## src/rtl/fifo_sync_param.sv

```systemverilog
`default_nettype none
// ============================================================================
// Module   : fifo_sync_param
// Purpose  : Synchronous first-word fall-through FIFO with configurable width,
//            depth and almost-full/almost-empty thresholds, plus error strobes.
//            Define FIFO_STATS_EN to build the wr_total/rd_total counters.
// Revision : 1.0 - initial release
// ============================================================================
module fifo_sync_param #(
    parameter int WIDTH       = 8,
    parameter int INDEX_WIDTH = 4,
    parameter int AF_THRESH   = 12,
    parameter int AE_THRESH   = 4
) (
    input  logic                   clk,
    input  logic                   reset,
    input  logic                   ena,
    input  logic                   wr_en,
    input  logic [WIDTH-1:0]       wr_data,
    input  logic                   rd_en,
    output logic [WIDTH-1:0]       rd_data,
    output logic                   empty,
    output logic                   full,
    output logic                   almost_empty,
    output logic                   almost_full,
    output logic [INDEX_WIDTH:0]   count,
    output logic                   overflow,
    output logic                   underflow,
    output logic [1:0]             err_sticky,
    input  logic                   clr_err,
    output logic [31:0]            wr_total,
    output logic [31:0]            rd_total
);

    localparam int                 DEPTH   = 1 << INDEX_WIDTH;
    localparam logic [INDEX_WIDTH:0] c_DEPTH = (INDEX_WIDTH+1)'(DEPTH);
    localparam logic [INDEX_WIDTH:0] c_AF    = (INDEX_WIDTH+1)'(AF_THRESH);
    localparam logic [INDEX_WIDTH:0] c_AE    = (INDEX_WIDTH+1)'(AE_THRESH);

    generate
        if (AE_THRESH >= AF_THRESH) begin : g_thresh_check
            $fatal(1, "fifo_sync_param: AE_THRESH must be below AF_THRESH");
        end
    endgenerate

    logic [WIDTH-1:0]       r_mem [DEPTH];
    logic [INDEX_WIDTH-1:0] r_head;
    logic [INDEX_WIDTH-1:0] r_tail;
    logic [INDEX_WIDTH:0]   r_count;
    logic [1:0]             r_err;

    logic w_do_push;
    logic w_do_pop;

    assign empty        = (r_count == '0);
    assign full         = (r_count == c_DEPTH);
    assign almost_empty = (r_count <= c_AE);
    assign almost_full  = (r_count >= c_AF);
    assign count        = r_count;
    assign err_sticky   = r_err;

    // A full FIFO still accepts a push when the head is popped in the same cycle.
    assign w_do_pop  = ena & rd_en & ~empty;
    assign w_do_push = ena & wr_en & (~full | w_do_pop);

    assign overflow  = ena & wr_en & ~w_do_push;
    assign underflow = ena & rd_en & empty;

    assign rd_data   = empty ? '0 : r_mem[r_tail];

    // Storage is deliberately not cleared by reset.
    always_ff @(posedge clk) begin
        if (!reset && w_do_push) begin
            r_mem[r_head] <= wr_data;
        end
    end

    always_ff @(posedge clk) begin
        if (reset) begin
            r_head  <= '0;
            r_tail  <= '0;
            r_count <= '0;
        end else begin
            if (w_do_push) begin
                r_head <= r_head + 1'b1;
            end
            if (w_do_pop) begin
                r_tail <= r_tail + 1'b1;
            end
            case ({w_do_push, w_do_pop})
                2'b10:   r_count <= r_count + 1'b1;
                2'b01:   r_count <= r_count - 1'b1;
                default: r_count <= r_count;
            endcase
        end
    end

    // Disabled block holds its sticky bits; a new strobe beats a same-cycle clear.
    always_ff @(posedge clk) begin
        if (reset) begin
            r_err <= '0;
        end else if (ena) begin
            r_err <= (clr_err ? 2'b00 : r_err) | {overflow, underflow};
        end
    end

`ifdef FIFO_STATS_EN
    logic [31:0] r_wr_total;
    logic [31:0] r_rd_total;

    always_ff @(posedge clk) begin
        if (reset) begin
            r_wr_total <= '0;
            r_rd_total <= '0;
        end else begin
            if (w_do_push) begin
                r_wr_total <= r_wr_total + 32'd1;
            end
            if (w_do_pop) begin
                r_rd_total <= r_rd_total + 32'd1;
            end
        end
    end

    assign wr_total = r_wr_total;
    assign rd_total = r_rd_total;
`else
    assign wr_total = '0;
    assign rd_total = '0;
`endif

endmodule
`default_nettype wire

```

## config.mk

```make
export PLATFORM = sky130hd
export DESIGN_NAME = fifo_sync_param
export DESIGN_NICKNAME = d
export VERILOG_FILES = /design/src/rtl/fifo_sync_param.sv
export SDC_FILE = /design/constraint.sdc
export NUM_CORES = 1
export LEC_CHECK = 0
export BUFFER_PORTS_ARGS = -buffer_cell sky130_fd_sc_hd__buf_2
export CAP_MARGIN = 20
export CORE_ASPECT_RATIO = 1.75
export CORE_MARGIN = 2
export CORE_UTILIZATION = 46
export CTS_CLUSTER_SIZE = 12
export DETAILED_ROUTE_END_ITERATION = 8
export PLACE_DENSITY = 0.75
export SYNTH_ARGS = -nofsm -noshare
export SYNTH_HDL_FRONTEND = slang
export SYNTH_SLANG_ARGS = --single-unit
export TNS_END_PERCENT = 10
```

## constraint.sdc

```tcl
create_clock -name clk -period 2.8 [get_ports clk]
set_input_delay 0 -clock clk [delete_from_list [all_inputs] [get_ports clk]]
set_output_delay 0 -clock clk [all_outputs]
set_load 0.05 [all_outputs]
```

# [After elaboration in Yosys (flattened, before gate mapping)]
# Memories as Yosys holds them, arrays and structs flattened. A register that Yosys moved wholly into a read port is not among the register bits.
# Index checks and enable logic that the tools add are counted.
[classes] add_sub_neg=4 magnitude_cmp=2 n_eq_ne=3 mux=7 bitwise_logic=11 reduce_logical=4
[ops] cell="5-bit one-hot mux with 2 select lines" n=1
[ops] cell="4-bit by 1-bit adder with 4-bit output (second input constant)" n=2
[ops] cell="4-bit two-way mux" n=2
[ops] cell="8-bit two-way mux" n=1
[ops] cell="1-bit bitwise AND" n=6
[ops] cell="5-bit by 1-bit adder with 5-bit output (second input constant)" n=1
[ops] cell="5-bit equality test (second input constant)" n=1
[ops] cell="5-bit by 4-bit >= comparator with 1-bit output (second input constant)" n=1
[ops] cell="5-bit by 3-bit <= comparator with 1-bit output (second input constant)" n=1
[ops] cell="5-bit logical NOT" n=1
[ops] cell="5-bit by 1-bit subtractor with 5-bit output (second input constant)" n=1
[ops] cell="1-bit inverter" n=3
[ops] cell="2-bit by 1-bit equality test with 1-bit output (second input constant)" n=1
[ops] cell="2-bit equality test (second input constant)" n=1
[ops] cell="1-bit two-way mux" n=2
[ops] cell="2-bit two-way mux" n=1
[ops] cell="2-bit bitwise OR" n=1
[ops] cell="2-bit nonzero test" n=1
[ops] cell="1-bit logical AND" n=1
[ops] cell="1-bit logical NOT" n=1
[ops] cell="1-bit bitwise OR" n=1
[word_totals] regBits=15 mem_bits_rw=128 inputBits=14 out_inout_bits=85 elab_cells=36 n_memories=1
[memory_table] memory="r_mem" words=16 word_bits=8 read_ports=1 rd_clocked_by_memory_dff=1 wr=1 line_no="46" source="logic [WIDTH-1:0] r_mem [DEPTH];"

# [Longest topological paths before layout]
# Gate-level depths: netlist of the first run.
[depth] depth_word=8 depth_mapped=9 ltp_nobuf=8

# [Worst setup path after synthesis of the first run]
# OpenSTA, ideal clock, no wires.
[synth_timing] path_type="flip-flop to flip-flop" start="register r_count[0] (netlist: count[0])" end="register r_count[4] (netlist: count[4])" setup_time_ns=0.123 arrival_ns=2.673 t_required_ns=2.677 slack_ns=0.004 stages_incl_launch_ff=10 path_buffers=1 period_less_slack_ns=2.796 path_cell_list="dfxtp_1 > or4_1 > buf_6 > o211ai_4 > nor2_1 > ha_1 > nand3_1 > and2_1 > a32oi_1 > mux2_1"
[synth_between] elab_chain_len=7 word_cells_on_any_way=13 classes_between="add/sub (2); eq/ne (3); mux (1); bitwise (5); reduce/logical (2)"
[synth_lines] item="from (decl)" line_no="49" source="logic [INDEX_WIDTH:0] r_count;"
[synth_lines] item="from (signal assigned)" line_no="91" source="2'b10: r_count <= r_count + 1'b1;"
[synth_lines] item="from (signal assigned)" line_no="92" source="2'b01: r_count <= r_count - 1'b1;"
[synth_lines] item="from (signal assigned)" line_no="93" source="default: r_count <= r_count;"
[synth_lines] item="5-bit logical NOT" line_no="55" source="assign empty = (r_count == '0);"
[synth_lines] item="1-bit inverter" line_no="63" source="assign w_do_pop = ena & rd_en & ~empty;"
[synth_lines] item="1-bit bitwise AND" line_no="63"
[synth_lines] item="1-bit bitwise OR" line_no="64" source="assign w_do_push = ena & wr_en & (~full | w_do_pop);"
[synth_lines] item="1-bit bitwise AND" line_no="64"
[synth_lines] item="2-bit by 1-bit equality test with 1-bit output or 2-bit equality test (tied branches)" line_no="90" source="case ({w_do_push, w_do_pop})"
[synth_lines] item="5-bit one-hot mux with 2 select lines or 2-bit nonzero test (tied branches)"
# Parallel ways exist; a longest one is shown, timed or not.
# A chain may end at the register's enable or synchronous reset.

# [Final worst setup path of the first run]
# Ends and elaborated chain as after synthesis.

==> results of run 1 <==
==> logic make-up after synthesis <==
| kind of cell | share of synthesized area (%) |
|---|---|
| buf+inv | 8.84 |
| mux | 14.6 |
| flops | 65.3 |
| compound gates | 3.85 |
| fa+ha+maj | 1.86 |
| other cells | 0.0580 |
| xor+xnor | 0.948 |
| simple gates | 4.54 |
==> layer usage <==
metal / GRT usage [%] / share of wire, % / vias up
met3: 4.17 / 4.9 / 20
met2: 30.6 / 57 / 139
met1: 17.8 / 36 / 1714
li1: - / - / 1532
met5: 0 / 0 / -
met4: 7.25 / 2.0 / 0
==> placed cells by master (no fill, tap or decap), types with 13 or more instances in the layout <==
| master | instances |
|---|---|
| buf_2 | 34 |
| buf_4 | 16 |
| edfxtp_1 | 128 |
| dfxtp_1 | 18 |
| dlygate4sd3_1 | 13 |
| conb_1 | 64 |
| clkbuf_16 | 17 |
| mux4_2 | 32 |
| mux2i_1 | 18 |
| nor2_1 | 29 |
==> cell type report <==
cell class | count | area (um2) | area share, %
Clock buffer | 20 | 437 | 5.90
Tap cell | 177 | 221 | 2.99
Timing Repair Buffer | 64 | 440 | 5.95
Sequential cell | 147 | 4230 | 57.0
Multi-Input combinational cell | 233 | 1910 | 25.8
Clock inverter | 12 | 158 | 2.13
Inverter | 4 | 15.0 | 0.203
==> through the flow <==
stage          hold WS, ns  setup WS (ns)  power (W)  utilization, %  cell area [um2]
2_1_floorplan       0.0989        0.00366    0.00306               -             6710
3_3_place_gp         0.324          0.193    0.00310            48.2             6680
3_5_place_dp         0.358          0.137    0.00311            48.2             6680
4_1_cts           0.000958          0.134    0.00537            53.5             7400
5_1_grt             0.0737         0.0425    0.00551            53.5             7410
6_report            0.0294          0.217    0.00533            53.5             7410
==> power by group through the flow <==
| stage | Sequential (W) | Clock, W | Combinational (W) |
|---|---|---|---|
| after floorplan | 0.00248 | 0 | 0.000580 |
| after global placement | 0.00246 | 0 | 0.000640 |
| after detailed placement | 0.00246 | 0 | 0.000647 |
| after CTS | 0.00242 | 0.00229 | 0.000665 |
| after global routing | 0.00242 | 0.00239 | 0.000706 |
| final | 0.00242 | 0.00225 | 0.000663 |
==> timing repair <==
item | in CTS | in global routing
hold buffers | 13 | 0
endpoints found under the hold margin | 137 | 0
setup endpoints to repair | 0 | 1
buffers inserted | 0 | 1
==> critical path, cell delays in order (launching register included) <==
cell	delay, ns
dfxtp_1	0.39
or4_1	0.62
o211ai_4	0.21
nor2_1	0.12
ha_1	0.34
nand3_1	0.11
and2_1	0.15
a32oi_1	0.21
mux2_1	0.33
==> registers in the layout (all words and copies together), names as in the netlist, named ones only <==
name        count
count           5
err_sticky      2
r_head          4
r_mem         128
r_tail          4
==> how the worst max path moves through the flow <==
| stage | start | endpoint | slack [ns] | depth (start not counted) |
|---|---|---|---|---|
| floorplan | count[0] | count[4] | 0.004 | 9 |
| global placement | count[0] | count[4] | 0.19 | 8 |
| detailed placement | count[0] | count[4] | 0.14 | 8 |
| CTS | count[0] | count[4] | 0.13 | 8 |
| global route | count[0] | count[4] | 0.04 | 8 |
| finish | count[0] | count[4] | 0.22 | 8 |
==> results.md, run 1 <==
* Portion of total power attributed to the clock network at 42.2%
* Combinational power share at 12.4%
* Buffer cell driving the clock tree root: clkbuf_16
* Buffers on Ports at 34
* Count of cells along the worst register-to-register path at 8
* Number of enable flip-flop cells after synthesis at 128
* Post-detail-place hpwl at 8040 um
* Via count at 3405
* Residual antenna-violating net count after detailed routing at 0
* Internal portion of total power at 0.00397 W
* Fin. Hold Viols at 0
* Die W at 93.7 um
* Net count, final at 490
* Number of levels in the clock H-tree at 4
* Worst R2R End: count[4]
* Highest clock frequency the design can meet at 387 MHz
* Final global-route overflow total at 0
* CTS tree: built
* Shortest clock period the worst path allows after layout at 2.58 ns
* Largest clock skew in the final design at 0.00746 ns
* Portion of total power attributed to sequential cells at 45.3%
* Number of instances in the synthesized netlist at 402
* DRT iter0 DRCs at 218
* Worst Hold End: err_sticky[1]
* Boundary pin count at 99
* Post-Place Cells at 611
* Number of global-route vias before repair at 3358
* Final Slew Violations at 0
* Share of flip-flops with an asynchronous set or reset after synthesis at 0%
* Area of the mapped netlist at 6470 um2
* Commonest cells post-synth: edfxtp_1 (128), buf_4 (64), mux4_2 (32)
* Kind of critical path: reg -> reg
* Leak at 2.60 nW
* Wire length of the first global-routing pass at 18300 um
* Data required, critical path at 3.11 ns
* Max-cap violation count at 0
* Worst slew margin relative to its limit at 40.4%
* Ant diodes at 0
* Classification of the worst-slack hold path: in -> reg
* Max Buffers Root-to-Sink at 2
* Crit path DAT at 2.89 ns
* Cts bufs inserted at 17
* Library cell occupying the most area in the post-synthesis netlist: edfxtp_1
* Number of fillers in the final layout at 1089
* Netlist cell types at 42
* Prevailing post-synth register cell: edfxtp_1
* Number of sinks on the clock net at 147
* Maximum vdd ir drop at 0.000468 V
* Area growth syn-to-layout at 14.5%
* Outcome: complete, no violations
* Total global routing track utilization at 16.7%
* Top cell type's share of synthesized area at 59.4%
* Net switching power at 0.00136 W
* Setup Viol. Count Final at 0
* Post-cts repair resize count at 0
* Routed len/inst at 17.9 um
* Synthesized flop and latch total at 147
* Min-delay src: ena
* Largest cells by area after synthesis: edfxtp_1 (59%), mux4_2 (11%), buf_4 (7.4%)
* Placer's final routability congestion estimate at 0.774
* Maximum fanout along the worst path at 8
* Register-to-Register Setup Slack at 0.22 ns
* Transition time at the pin with the least slew margin at 0.891 ns
* Initial antenna violation count at 0
* Part of the Yosys area used for sequential elements at 65.3%
* RSZ-0062 raised after global routing: no
* Core Region at 13800 um2
* R2R Path Start: count[0]
* Most common cell in the netlist: edfxtp_1
* Final wirelength at 11800 um
* Clk slew on worst S/H paths at 0.06 ns
* Site Rows at 57
* DRC violation count after routing at 0
* Pre-Repair DR Iteration Count at 4
* Startpoint type of the worst setup path: flop
* Power density over cell area at 720 nW/um2
* Critical Path Sink Type: flop
* Post-layout instance count excluding filler cells at 657
* Die footprint at 15100 um2
* Starting Density at 46.8%
* Mean area per synthesized cell at 16.1 um2
* Warnings from Yosys at 0
* Maximum number of pins on one net before global-route repair at 33
* Die H at 161 um
* Average via count per standard cell at 5.18
* Clock latency on the worst-skew pair at 0.42 ns
* Switching part of the total power at 25.6%
* Sum Neg Setup Slack at 0 ns
* Fraction of final layout cells with drive strength greater than 1 at 24.6%
* Post-route clock period utilization at 92.2%
* Number of cells on the worst hold path at 4
Power figures use the tool's default switching activity.
==> run 2, diff against run 1 <==
--- a/config.mk
+++ b/config.mk
@@ -5,14 +5,15 @@
 export SDC_FILE = /design/constraint.sdc
 export NUM_CORES = 1
 export LEC_CHECK = 0
+export ABC_AREA = 1
 export BUFFER_PORTS_ARGS = -buffer_cell sky130_fd_sc_hd__buf_2
-export CAP_MARGIN = 20
+export CAP_MARGIN = 0
 export CORE_ASPECT_RATIO = 1.75
 export CORE_MARGIN = 2
 export CORE_UTILIZATION = 46
 export CTS_CLUSTER_SIZE = 12
 export DETAILED_ROUTE_END_ITERATION = 8
-export PLACE_DENSITY = 0.75
+export PLACE_DENSITY = 0.74
 export SYNTH_ARGS = -nofsm -noshare
 export SYNTH_HDL_FRONTEND = slang
 export SYNTH_SLANG_ARGS = --single-unit
==> run 2 against run 1 <==
Compared with the run above:
- via count increased by 30%
- count of clock-buffer cells in the layout decreased by 2
- global-route usage increased by 1.9 points
- wire length increased by 20%
- sequential cell count unchanged
- fmax decreased by 3.3%
- clock skew about the same
- setup slack got worse by 0.087 ns
- core utilization decreased by 1.5 points
- hold slack got worse by 0.0095 ns
- sequential share of layout area decreased by 0.55 points
- cell count increased by 33%
- critical path type is now reg -> out
==> results.md, run 2 <==
* Worst path slowest cell: dfxtp_2 (was or4_1)
* Residual antenna-violating net count after detailed routing at 0 (unchanged)
* Die W at 95.6 um (was 93.7 um)
* Routed len/inst at 16.2 um (was 17.9 um)
* Post-cts repair resize count at 0 (unchanged)
* Post-route clock period utilization at 95.4% (was 92.2%)
* Prevailing post-synth register cell: edfxtp_1 (unchanged)
* Via count at 4422 (was 3405)
* Data required, critical path at 2.80 ns (was 3.11 ns)
* Number of fillers in the final layout at 1250 (was 1089)
* RSZ-0062 raised after global routing: no (unchanged)
* Power density over cell area at 752 nW/um2 (was 720 nW/um2)
* Number of sinks on the clock net at 147 (unchanged)
* Min-delay src: wr_data[1] (was ena)
* Mean area per synthesized cell at 10.6 um2 (was 16.1 um2)
* Site Rows at 58 (was 57)
* Die footprint at 15700 um2 (was 15100 um2)
* Highest clock frequency the design can meet at 375 MHz (was 387 MHz)
* Core Region at 14400 um2 (was 13800 um2)
* Buffer cell driving the clock tree root: clkbuf_16 (unchanged)
* Maximum number of pins on one net before global-route repair at 42 (was 33)
* Largest cells by area after synthesis: edfxtp_1 (57%), nand2_1 (9.9%), nand3_1 (8.0%) (was edfxtp_1 (59%), mux4_2 (11%), buf_4 (7.4%))
* Most repeated library cell on the critical path: nand2_1
* Buffers on Ports at 34 (unchanged)
* Summed area of non-filler cells in the final layout at 7480 um2 (was 7410 um2)
* Max Buffers Root-to-Sink at 2 (unchanged)
* Initial antenna violation count at 0 (unchanged)
* Kind of critical path: reg -> out (was reg -> reg)
* Cell-by-cell listing of the critical path: inv_2 > buf_12 > nand2_1 > nand3_1 > nand3_1 > nand2_1 > nand2_1 > a21oi_1 > buf_2 (was or4_1 > o211ai_4 > nor2_1 > ha_1 > nand3_1 > and2_1 > a32oi_1 > mux2_1)
* Transition time at the pin with the least slew margin at 1.07 ns (was 0.891 ns)
* Maximum fanout along the worst path at 41 (was 8)
* Pre-Repair DR Iteration Count at 6 (was 4)
* Warnings from Yosys at 0 (unchanged)
* Die H at 164 um (was 161 um)
* Largest clock skew in the final design at 0.00740 ns (was 0.00746 ns)
* R2R Path Start: count[0] (unchanged)
* Fraction of final layout cells with drive strength greater than 1 at 12.9% (was 24.6%)
* Part of the Yosys area used for sequential elements at 62.5% (was 65.3%)
* Classification of the worst-slack hold path: in -> reg (unchanged)
* Buf/Inv on CP at 3 (was 0)
* Top cell type's share of synthesized area at 56.9% (was 59.4%)
* Final wirelength at 14100 um (was 11800 um)
* Final Slew Violations at 0 (unchanged)
* Worst Hold End: r_mem[0][1] (was err_sticky[1])
* Final global-route overflow total at 0 (unchanged)
* DRC violation count after routing at 0 (unchanged)
* Maximum vdd ir drop at 0.000569 V (was 0.000468 V)
* Fin. Hold Viols at 0 (unchanged)
* Register-to-Register Setup Slack at 0.59 ns (was 0.22 ns)
* Synthesized flop and latch total at 147 (unchanged)
* Sum Neg Setup Slack at 0 ns (unchanged)
* Ant diodes at 0 (unchanged)
* Worst slew margin relative to its limit at 28.4% (was 40.4%)
* Number of cells on the worst hold path at 1 (was 4)
* Leading cell type in the layout, fill and taps excluded: nand2_1 (was edfxtp_1)
* Clock latency on the worst-skew pair at 0.42 ns (about the same)
* Placer's final routability congestion estimate at 0.826 (was 0.774)
* Starting Density at 47.0% (was 46.8%)
* Cell class contributing the biggest share of worst-path delay: buffers and inverters (was simple AND/OR/NAND/NOR gates)
* Setup Viol. Count Final at 0 (unchanged)
* Slowest Stage Delay on Critical Path at 0.48 ns (was 0.62 ns)
* Outcome: complete, no violations (unchanged)
* Wire length of the first global-routing pass at 21300 um (was 18300 um)
* Area after detailed placement at 6790 um2 (was 6680 um2)
* Number of global-route vias before repair at 4054 (was 3358)
* DRT iter0 DRCs at 399 (was 218)
* Number of enable flip-flop cells after synthesis at 128 (unchanged)
* Library cell occupying the most area in the post-synthesis netlist: edfxtp_1 (unchanged)
* Total power draw at 0.00563 W (was 0.00533 W)
* Total number of cells along the worst setup path at 9 (was 8)
* Crit path DAT at 2.67 ns (was 2.89 ns)
* Most common cell in the netlist: nand2_1 (was edfxtp_1)
* Critical Path Sink Type: output pin (was flop)
* Total global routing track utilization at 18.6% (was 16.7%)
* Number of levels in the clock H-tree at 4 (unchanged)
* Shortest clock period the worst path allows after layout at 2.67 ns (was 2.58 ns)
* Max-cap violation count at 0 (unchanged)
* Share of flip-flops with an asynchronous set or reset after synthesis at 0% (unchanged)
* Average via count per standard cell at 5.07 (was 5.18)
* Worst R2R End: count[4] (unchanged)
* Net count, final at 702 (was 490)
* Flip-flop count of the largest register after layout at 128 (unchanged)
* Startpoint type of the worst setup path: flop (unchanged)
* CTS tree: built (unchanged)
* Commonest cells post-synth: nand2_1 (178), edfxtp_1 (128), nand3_1 (108) (was edfxtp_1 (128), buf_4 (64), mux4_2 (32))
* Area growth syn-to-layout at 10.7% (was 14.5%)
* Clk slew on worst S/H paths at 0.06 ns (about the same)
* Largest register by flop count: r_mem (unchanged)
* Cts bufs inserted at 17 (unchanged)
* Leak at 2.97 nW (was 2.60 nW)
* Boundary pin count at 99 (unchanged)
* Netlist cell types at 27 (was 42)
* Area of the mapped netlist at 6760 um2 (was 6470 um2)
* Number of instances in the synthesized netlist at 640 (was 402)
* Post-detail-place hpwl at 9370 um (was 8040 um)
* Commonest cells after routing, fill and taps aside: nand2_1 (178), edfxtp_1 (128), nand3_1 (108) (was edfxtp_1 (128), conb_1 (64), buf_2 (34))
* Count of cells along the worst register-to-register path at 15 (was 8)
run 2: changes by cell type after synthesis, moves of 18 or more:
cell     delta
inv_1      +19
mux2i_1    -18
mux4_2     -32
nand2_1   +166
nand3_1   +104
run 2: per-stage QoR:
step           hold slack (ns)  setup slack, ns  util, %  cells
5_1_grt                 0.0124          0.00214     52.1    872
3_3_place_gp             0.258            0.662     47.3    832
3_5_place_dp             0.276            0.599     47.3    832
6_report                0.0199            0.130     52.1    872
2_1_floorplan           0.0624            0.436        -    703
4_1_cts                0.00210            0.162     52.1    872
run 2: repair_timing:
item	CTS	global route
buffers inserted	0	0
hold buffers	8	0
hold endpoints to repair	49	0
run 2: worst max path at each step:
stage	slack, ns	from	to
5_1_grt	0.002	flop	rd_data[2]
4_1_cts	0.16	flop	rd_data[2]
2_1_floorplan	0.44	count[0]	rd_data[0]
3_3_place_gp	0.66	count[0]	count[4]
6_report	0.13	flop	rd_data[2]
3_5_place_dp	0.60	count[0]	count[4]
run 2: power by group:
| part | switching [W] | total [W] | internal (W) |
|---|---|---|---|
| combinational | 0.000712 | 0.000888 | 0.000176 |
| clock | 0.000886 | 0.00230 | 0.00141 |
| sequential | 0.0000372 | 0.00244 | 0.00241 |
| total | 0.00163 | 0.00563 | 0.00399 |
run 2: per-layer routing:
layer	routed length (um)	GRT usage (%)	vias to the layer above
met3	922	3.35	37
met5	0	0	-
met2	7800	33.3	207
met1	4880	20.6	2068
met4	498	9.61	0
li1	-	-	2110
run 2: cell type report:
class,count,area (um2),area share [%]
sequential,147,4230,56.5
multi-input combinational,438,2010,26.9
clock buffer,18,429,5.74
timing repair buffer,46,293,3.91
tap,180,225,3.01
inverter,29,115,1.54
clock inverter,14,178,2.38
run 2: logic make-up (layout without fill, tap and decap cells):
| group | count (synthesis) | after routing | share of synthesized area, % |
|---|---|---|---|
| fa+ha+maj | 9 | 9 | 1.78 |
| buf+inv | 118 | 107 | 11.2 |
| compound gates | 31 | 31 | 2.35 |
| flops | 147 | 147 | 62.5 |
| xor+xnor | 3 | 3 | 0.389 |
| simple gates | 331 | 331 | 21.7 |
| other cells | 1 | 64 | 0.0555 |
==> run 3, diff against run 2 <==
--- a/config.mk
+++ b/config.mk
@@ -11,6 +11,7 @@
 export CORE_ASPECT_RATIO = 1.75
 export CORE_MARGIN = 2
 export CORE_UTILIZATION = 46
+export CTS_BUF_LIST = sky130_fd_sc_hd__clkbuf_4 sky130_fd_sc_hd__clkbuf_8
 export CTS_CLUSTER_SIZE = 12
 export DETAILED_ROUTE_END_ITERATION = 8
 export PLACE_DENSITY = 0.74
==> run 3 against run 2 <==
Compared with the run above:
- count of clock-buffer cells in the layout did not move
- wire length fell by 3.0%
- fmax rose by 1.3%
- total power fell by 11%
- core utilization fell by 0.96 points
- register-to-register slack barely moved
- sequential power barely moved
- critical path type unchanged
- largest cell class unchanged
==> results.md, run 3 (same netlist as run 2, synthesis figures left out) <==
* Flip-flop count of the largest register after layout at 128 (unchanged)
* Startpoint type of the worst setup path: flop (unchanged)
* Sum Neg Setup Slack at 0 ns (unchanged)
* Die W at 95.6 um (unchanged)
* Post-detail-place hpwl at 9370 um (unchanged)
* Residual antenna-violating net count after detailed routing at 0 (unchanged)
* Setup Viol. Count Final at 0 (unchanged)
* Placer's final routability congestion estimate at 0.826 (unchanged)
* Routed len/inst at 15.6 um (was 16.2 um)
* Critical Path Sink Type: output pin (unchanged)
* Leak at 2.90 nW (was 2.97 nW)
* Leading cell type in the layout, fill and taps excluded: nand2_1 (unchanged)
* Fin. Hold Viols at 0 (unchanged)
* Post-route clock period utilization at 94.2% (was 95.4%)
* Final Slew Violations at 0 (unchanged)
* Initial antenna violation count at 0 (unchanged)
* Buffers on Ports at 34 (unchanged)
* Number of levels in the clock H-tree at 4 (unchanged)
* Max-cap violation count at 0 (unchanged)
* Max Buffers Root-to-Sink at 2 (unchanged)
* Highest clock frequency the design can meet at 379 MHz (was 375 MHz)
* Largest register by flop count: r_mem (unchanged)
* Fraction of final layout cells with drive strength greater than 1 at 12.9% (about the same)
* DRC violation count after routing at 0 (unchanged)
* Die H at 164 um (unchanged)
* Outcome: complete, no violations (unchanged)
* Number of sinks on the clock net at 147 (unchanged)
* Setup fix buffers added after clock tree synthesis at 0 (unchanged)
* Transition time at the pin with the least slew margin at 1.09 ns (was 1.07 ns)
* Buffer cell driving the clock tree root: clkbuf_8 (was clkbuf_16)
* Clk slew on worst S/H paths at 0.08 ns (was 0.06 ns)
* Maximum fanout along the worst path at 41 (unchanged)
* Total power draw at 0.00502 W (was 0.00563 W)
* Area growth syn-to-layout at 8.67% (was 10.7%)
* Final global-route overflow total at 0 (unchanged)
* DRT iter0 DRCs at 429 (was 399)
* Final wirelength at 13700 um (was 14100 um)
* Data required, critical path at 2.80 ns (about the same)
* Cts bufs inserted at 17 (unchanged)
* Crit path DAT at 2.64 ns (was 2.67 ns)
* Largest clock skew in the final design at 0.0121 ns (was 0.00740 ns)
* Net count, final at 707 (was 702)
* Worst slew margin relative to its limit at 27.5% (was 28.4%)
* Starting Density at 47.0% (unchanged)
* Core Region at 14400 um2 (unchanged)
* Via count at 4440 (was 4422)
* Power density over cell area at 684 nW/um2 (was 752 nW/um2)
* Maximum number of pins on one net before global-route repair at 42 (unchanged)
* Site Rows at 58 (unchanged)
* Pre-Repair DR Iteration Count at 5 (was 6)
* RSZ-0062 raised after global routing: no (unchanged)
* Area after detailed placement at 6790 um2 (unchanged)
* Post-cts repair resize count at 0 (unchanged)
* Commonest cells after routing, fill and taps aside: nand2_1 (178), edfxtp_1 (128), nand3_1 (108) (unchanged)
* Average via count per standard cell at 5.06 (was 5.07)
* Die footprint at 15700 um2 (unchanged)
* Ant diodes at 0 (unchanged)
* Worst setup slack after layout at 0.163 ns (was 0.130 ns)
* Summed area of non-filler cells in the final layout at 7340 um2 (was 7480 um2)
* Wire length of the first global-routing pass at 21000 um (was 21300 um)
* Number of global-route vias before repair at 4019 (was 4054)
* Maximum vdd ir drop at 0.000341 V (was 0.000569 V)
* Total global routing track utilization at 18.2% (was 18.6%)
* Classification of the worst-slack hold path: in -> reg (unchanged)
* Boundary pin count at 99 (unchanged)
* Shortest clock period the worst path allows after layout at 2.64 ns (was 2.67 ns)
* Clock latency on the worst-skew pair at 0.43 ns (was 0.42 ns)
* Kind of critical path: reg -> out (unchanged)
* CTS tree: built (unchanged)
* Setup WS pre-CTS at 0.599 ns (unchanged)
run 3: layer usage:
metal	vias to the layer above	track usage (%)	routed length (um)
met5	-	0	0
met4	0	8.18	418
met3	28	3.35	817
met2	218	33.4	7550
met1	2076	19.9	4890
li1	2118	-	-
run 3: repair_timing:
action,4_1_cts,5_1_grt
endpoints found under the setup margin,0,0
endpoints found under the hold margin,98,0
hold buffers,13,0
run 3: final timing paths:
kind | from | end | slack [ns] | cells after the start
hold reg to reg | err_sticky[0] | err_sticky[0] | 0.48 | 2
hold / removal | wr_en | err_sticky[1] | 0.07 | 5
setup reg to reg | count[0] | count[4] | 0.59 | 15
setup / recovery | flop | rd_data[2] | 0.16 | 9
run 3: stage by stage:
stage	instances	hold WS, ns	util [%]
2_1_floorplan	703	0.0624	-
3_3_place_gp	832	0.258	47.3
3_5_place_dp	832	0.276	47.3
4_1_cts	877	0.0519	51.1
5_1_grt	877	0.0933	51.1
6_report	877	0.0725	51.1
run 3: final cells by class:
type	instances	area [um2]
clock buffers	18	241
clock inverters	14	178
fillers	1261	7030
inverters	29	115
multi-input cells	438	2010
flip-flops and latches	147	4230
well taps	180	225
repair buffers	51	343
run 3: worst max-delay path, cell delays in order, from the launching register on:
cell     delay, ns
dfxtp_2       0.49
inv_2         0.41
buf_12        0.27
nand2_1       0.08
nand3_1       0.07
nand3_1       0.17
nand2_1       0.12
nand2_1       0.06
a21oi_1       0.20
buf_2         0.30
run 3: power by group:
part / internal, W / switching (W)
clock network: 0.000902 / 0.000796
registers: 0.00240 / 0.0000373
logic: 0.000180 / 0.000707
total: 0.00348 / 0.00154
